### src/rtl/chan_readout_arb.sv
// Round-robin arbiter and stream mux sharing one readout path among
// 2**SIZE channel buffers.
//
// Ports:
//   clk, rst_n             clock, async active-low reset
//   req[N]                 per-channel request (level)
//   ch_data[N*DW]          channel k at [k*DW +: DW]
//   ch_valid/ch_last[N]    per-channel stream qualifiers
//   ch_ready[N]            per-channel ready (granted bit only)
//   out_data/valid/last    muxed stream toward the readout FIFO
//   out_ready              downstream ready
//   gnt[N], gnt_id[SIZE]   registered grant, one-hot and binary
//   busy                   high while a grant is active
module chan_readout_arb #(
    parameter int SIZE      = 3,
    parameter int DW        = 16,
    parameter int MAX_BURST = 64
) (
    input  logic                     clk,
    input  logic                     rst_n,
    input  logic [2**SIZE-1:0]       req,
    input  logic [(2**SIZE)*DW-1:0]  ch_data,
    input  logic [2**SIZE-1:0]       ch_valid,
    input  logic [2**SIZE-1:0]       ch_last,
    output logic [2**SIZE-1:0]       ch_ready,
    output logic [DW-1:0]            out_data,
    output logic                     out_valid,
    output logic                     out_last,
    input  logic                     out_ready,
    output logic [2**SIZE-1:0]       gnt,
    output logic [SIZE-1:0]          gnt_id,
    output logic                     busy
);

    localparam int N  = 2**SIZE;
    localparam int CW = $clog2(MAX_BURST + 1);

    localparam logic [CW-1:0] LAST_BEAT = CW'(MAX_BURST - 1);

    localparam logic [0:0] IDLE = 1'b0;
    localparam logic [0:0] XFER = 1'b1;

    logic [0:0]      state;
    logic [SIZE-1:0] ptr;
    logic [CW-1:0]   beat_cnt;

    logic [SIZE-1:0] scan;
    logic [SIZE-1:0] win_id;
    logic            win_hit;

    logic            burst_end;
    logic            beat;

    // Scan upward from ptr+1; the SIZE-bit add wraps modulo N,
    // so i == N lands back on ptr itself (lowest priority).
    always_comb begin
        scan    = '0;
        win_id  = '0;
        win_hit = 1'b0;
        for (int i = 1; i <= N; i++) begin
            scan = ptr + SIZE'(i);
            if (!win_hit && req[scan]) begin
                win_hit = 1'b1;
                win_id  = scan;
            end
        end
    end

    assign busy      = (state == XFER);
    assign burst_end = (beat_cnt == LAST_BEAT);

    assign out_data  = busy ? ch_data[int'(gnt_id)*DW +: DW] : '0;
    assign out_valid = busy & ch_valid[gnt_id];
    assign out_last  = out_valid & (ch_last[gnt_id] | burst_end);
    assign beat      = out_valid & out_ready;

    always_comb begin
        ch_ready = '0;
        if (busy) begin
            ch_ready[gnt_id] = out_ready;
        end
    end

    always_ff @(posedge clk or negedge rst_n) begin
        if (!rst_n) begin
            state    <= IDLE;
            ptr      <= '1;
            gnt      <= '0;
            gnt_id   <= '0;
            beat_cnt <= '0;
        end else begin
            case (state)
                IDLE: begin
                    if (win_hit) begin
                        state    <= XFER;
                        ptr      <= win_id;
                        gnt      <= N'(1) << win_id;
                        gnt_id   <= win_id;
                        beat_cnt <= '0;
                    end
                end
                XFER: begin
                    if (beat) begin
                        if (out_last) begin
                            // gnt_id is kept; outputs are gated by busy
                            state    <= IDLE;
                            gnt      <= '0;
                            beat_cnt <= '0;
                        end else begin
                            beat_cnt <= beat_cnt + CW'(1);
                        end
                    end
                end
                default: begin
                    state <= IDLE;
                    gnt   <= '0;
                end
            endcase
        end
    end

endmodule
### config.mk
export PLATFORM = sky130hd
export DESIGN_NAME = chan_readout_arb
export DESIGN_NICKNAME = d
export VERILOG_FILES = /design/src/rtl/chan_readout_arb.sv
export SDC_FILE = /design/constraint.sdc
export NUM_CORES = 1
export LEC_CHECK = 0
export CORE_ASPECT_RATIO = 0.5
export CORE_MARGIN = 3
export CORE_UTILIZATION = 42
export CTS_CLUSTER_SIZE = 28
export DETAILED_ROUTE_END_ITERATION = 8
export MAX_ROUTING_LAYER = met4
export PLACE_DENSITY = 0.89
export SYNTH_ARGS = -nofsm -noshare
export SYNTH_HDL_FRONTEND = slang
export SYNTH_SLANG_ARGS = --single-unit
### constraint.sdc
create_clock -name clk -period 5.8 [get_ports clk]
set_input_delay 1.45 -clock clk [delete_from_list [all_inputs] [get_ports clk]]
set_output_delay 1.45 -clock clk [all_outputs]
set_load 0.05 [all_outputs]
## Word-level counts from Yosys, hierarchy flattened

Index checks and enable logic that the tools add are counted.

- Bits in latches: 0
- Output and inout bits: 38
- Bits in read-only memories: 0
- Input bits: 155
- RAM bits: 0
- Word-level logic and storage cells: 105
- Register bits after elaboration: 22
- Memories: 0

- Equality and inequality tests: 4
- Multipliers: 0
- Reductions and logical operators: 18
- Order comparisons: 10
- $add $sub $neg: 8
- Div/mod/pow operators: 0
- Mux-type cells: 52
- Bitwise gates (word level): 6
- Shifts and indexed selects: 2

Operators with widths:

| cell | number |
|---|---|
| variable part select 128 x 8 -> 16 bit | 1 |
| less-than comparator 3 x 4 -> 1 bit (second input constant) | 9 |
| two-way mux 8 bit | 4 |
| binary-select mux 1 bit (select 3 bit) | 10 |
| two-way mux 3 bit | 8 |
| two-way mux 1 bit | 22 |
| two-way mux 7 bit | 3 |
| two-way mux 16 bit | 1 |
| case mux 8 bit (2 select lines) | 1 |
| case mux 7 bit (2 select lines) | 1 |
| adder 3 bit (second input constant) | 4 |
| bitwise AND 8 bit | 1 |
| logical AND 1 bit | 8 |
| left shift 1 x 3 -> 8 bit (first input constant) | 1 |
| adder 7 x 1 -> 7 bit (second input constant) | 1 |
| == test 7 x 6 -> 1 bit (second input constant) | 1 |
| logical NOT 1 bit | 7 |
| adder 3 x 2 -> 3 bit (second input constant) | 2 |
| != test 2 bit (second input constant) | 2 |
| AND reduction 2 bit | 2 |
| adder 3 x 1 -> 3 bit (second input constant) | 1 |
| bitwise AND 1 bit | 3 |
| demux 1 bit (select 3 bit) | 1 |
| >= comparator 3 x 1 -> 1 bit (second input constant) | 1 |
| 5 further kinds | 5 |

## Logic depth before layout (Yosys ltp)

- Depth after elaboration: 28
- Depth in mapped cells: 15
- Gate-level depth less buffers: 10

## Worst setup path before layout

No wires, ideal clock.

- Path type: input port to output port
- Start point: in ch_valid[3]
- End point: out out_last
- Buffers on the path: 0
- Stages: 4
- Data required time: 4.350 ns
- Slack: 1.175 ns
- Data arrival time: 3.175 ns
- Path through: mux2i_1 o21ai_0 o21ai_0 a211oi_1

- Word-level cells in the longest chain between the ends: 4

Ends and longest elaborated chain:

| item | RTL line | RTL |
|---|---|---|
| start: declaration | 23 | `input logic [2**SIZE-1:0] ch_valid,` |
| binary-select mux 1 bit (select 3 bit) | 73 | `assign out_valid = busy & ch_valid[gnt_id];` |
| two-way mux 1 bit (not written as such) | 73 |  |
| bitwise AND 1 bit | 73 |  |
| bitwise AND 1 bit | 74 | `assign out_last = out_valid & (ch_last[gnt_id] \| burst_end);` |
| end: declaration | 28 | `output logic out_last,` |

Every way passes these cells. The select of a mux whose other input is x is not followed.

## Final worst setup path

- Start point: in ch_valid[3]
- End point: out out_valid

- Word-level cells in the longest chain between the ends: 3

Ends and longest elaborated chain:

| item | RTL line | RTL |
|---|---|---|
| binary-select mux 1 bit (select 3 bit) | 73 |  |
| two-way mux 1 bit (not written as such) | 73 |  |
| bitwise AND 1 bit | 73 |  |
| end: declaration | 27 | `output logic out_valid,` |

Every way passes these cells. The select of a mux whose other input is x is not followed.

==> run_results.csv <==
group,metric,value,unit
sta,setup_violations,0,
sta,rsz0062_at_grt,"no",
grt,grt_max_degree,28,
routing,drc_errors,0,
setup_path,path_delay_family,"buffers and inverters",
floorplanning,pin_count,193,
routing,vias,3431,
placement,place_inst,575,
finish,area_delta_synth_final,62.97,%
sta,holdWs,0.4861,ns
grt,grt_pass1_vias,3530,
grt,antenna_found_initial,0,
grt,grt_pass1_wl,18080,µm
sta,clock_skew,0.002437,ns
setup_path,setup.worst_path.start,"ch_valid[3]",
finish,nNetsFinal,646,
finish,final_cells,579,
finish,drive_gt1_share,14.99,%
finish,final_common_cell,"clkdlybuf4s50_1",
cts,ctsRootBufferMaster,"clkbuf_16",
finish,multi_input_area,2504,µm²
setup_path,path_buf_inv,2,
pwr,ir_worst_vdd,0.0002804,V
setup_path,crit_fanout,3,
floorplanning,initial_core_util,45.68,%
setup_path,critPathSlowestCell,"clkdlybuf4s50_1",
sta,hold_viol,0,
sta,fin_crit_sh,88.44,%
cts,cts.path.max_buffers,2,
logic_synthesis,syn_area_per_cell,10.34,µm²
placement,place_congestion,0.8423,
sta,final.setup.tns,0,ns
logic_synthesis,ys_seq_area_share,17.23,%
floorplanning,core_area,7042,µm²
logic_synthesis,synth_fp_nets,469,
cts,post_cts_buffers,0,
placement,port_buffers,192,
floorplanning,num_rows,21,
hold_path,hp-class,"flop to flop",
routing,vias_per_cell,5.926,
floorplanning,dieWidth,129.8,µm
placement,pre_cts_slack,0.6874,ns
cts,h-tree-depth,1,
sta,fin_ws,0.6704,ns
grt,grt_overflow,0,
routing,ant_nets,0,
routing,drt_iter0_drc,259,
setup_path,cp.required,4.35,ns
sta,tightestPinTransition,0.9394,ns
pwr,power.density,575.3,nW/µm²
sta,finalMaxSlewViolations,0,
logic_synthesis,ys_async_sr_fraction,100.0,%
pwr,power.leakage,2.038,nW
grt,grt_usage,27.17,%
routing,routedWlPerCell,20.20,µm
finish,fillerInstances,481,
job,drv_cap,0,
setup_path,arrival,3.68,ns
logic_synthesis,syn_inst,311,
setup_path,critPathCaptureType,"primary output",
finish,seqCellArea,555.5,µm²
setup_path,slowest_delay,0.90,ns
logic_synthesis,synth.distinct_cells,56,
cts,cts.sinks,22,
sta,fmax,194.9,MHz
sta,fin_crit,5.130,ns
cts,ctsHoldBuffers,0,
hold_path,min_from,"gnt[5]",
logic_synthesis,synth.ff_latch_count,22,
finish,layout_common_cells,"clkdlybuf4s50_1, mux4_2, nor2_1, mux2i_1, nand2_1",
cts,cts_resized,0,
setup_path,path_cells,"clkdlybuf4s50_1 > mux2i_1 > o21ai_0 > o21ai_0 > a21oi_1 > clkdlybuf4s50_1",
cts,cts_buffers,3,
sta,slew_headroom,37.18,%
logic_synthesis,ys_warn_count,0,
cts,clk_pin_slew_worst_paths,0.06,ns
setup_path,start_kind,"input pin",
setup_path,path_class,"input pin to primary output",
cts,tritoncts,"yes",
outcome,status,"finished clean",
cts,clock_latency,0.25,ns
logic_synthesis,ys.flop_type,"dfrtp_1",
placement,hpwl,9607,µm
floorplanning,die_h,67.89,µm
routing,drtPass1Iterations,4,
routing,wirelength,11690,µm
logic_synthesis,synth_edf_count,0,
finish,diodes,0,
logic_synthesis,syn_area,3217,µm²
floorplanning,fp.dieArea,8809,µm²
setup_path,r2r-start,"ptr[1]",
finish,post-route-util,74.45,%
-- stage by stage --
stage / power [mW] / cell area (µm²)
6_report: 3.016 / 5243
2_1_floorplan: 2.206 / 3217
5_1_grt: 3.213 / 5243
3_5_place_dp: 2.852 / 5164
3_3_place_gp: 2.810 / 5164
4_1_cts: 3.012 / 5243
-- layout make-up --
| class | instances | area share (%) |
|---|---|---|
| multi-input combinational | 256 | 47.76 |
| timing repair buffer | 197 | 37.37 |
| sequential | 22 | 10.60 |
| clock buffer | 4 | 1.504 |
| tap | 92 | 2.196 |
| inverter | 8 | 0.5728 |
-- cells in the mapped netlist (3+ instances only) --
cell type | instances | area [µm²]
dfrtp_1 | 19 | 475.5
o21a_1 | 3 | 22.52
a22o_1 | 8 | 70.07
inv_1 | 7 | 26.28
mux2_1 | 3 | 33.78
clkbuf_1 | 11 | 41.29
a21o_1 | 4 | 30.03
nand3_1 | 9 | 45.04
o31ai_1 | 3 | 22.52
and2_1 | 3 | 18.77
a211oi_1 | 3 | 22.52
nor2b_1 | 5 | 31.28
mux2_2 | 3 | 33.78
mux4_2 | 49 | 1104
o21ai_0 | 11 | 55.05
or2_2 | 4 | 25.02
dfstp_2 | 3 | 78.83
nor2_1 | 36 | 135.1
mux2i_1 | 30 | 300.3
buf_2 | 4 | 20.02
nand2b_1 | 3 | 18.77
buf_6 | 4 | 45.04
ha_1 | 3 | 37.54
buf_1 | 6 | 22.52
a21oi_1 | 9 | 45.04
a221oi_1 | 3 | 26.28
nand2_1 | 21 | 78.83
nor3_1 | 4 | 20.02
-- metal layers --
| metal | wire, µm | part of all wire (%) | track usage [%] |
|---|---|---|---|
| met5 | 0 | 0 | - |
| met4 | 320 | 2.7 | 6.477 |
| met3 | 842 | 7.2 | 5.534 |
| met2 | 6092 | 52 | 47.69 |
| met1 | 4438 | 38 | 32.97 |
-- power by group --
part	internal (mW)	leakage [nW]	switching, mW
combinational	1.10	1.73	1.40
sequential	0.215	0.274	0.157
clock	0.0936	0.0382	0.0508
total	1.41	2.04	1.61
-- path summary, 6_finish.rpt --
path | cells after the start | slack, ns | end
max in group asynchronous | 1 | 3.44 | gnt_id[0]
hold / removal | 1 | 0.49 | gnt[5]
min in group asynchronous | 1 | 1.73 | gnt[2]
hold reg to reg | 1 | 0.49 | gnt[5]
setup reg to reg | 10 | 1.35 | gnt[0]
setup / recovery | 6 | 0.67 | out_valid
-- sequential cells by signal (all words and copies together) (netlist names) --
signal / count
beat_cnt: 7
busy: 1
gnt: 8
gnt_id: 3
ptr: 3
-- logic make-up after synthesis --
| logic type | Yosys count | synth area share [%] |
|---|---|---|
| xor+xnor | 2 | 0.7781 |
| buf+inv | 33 | 4.940 |
| compound gates | 67 | 15.17 |
| mux | 86 | 46.21 |
| flops | 22 | 17.23 |
| simple gates | 98 | 14.51 |
| fa+ha+maj | 3 | 1.167 |
(Power assumes the default switching activity.)
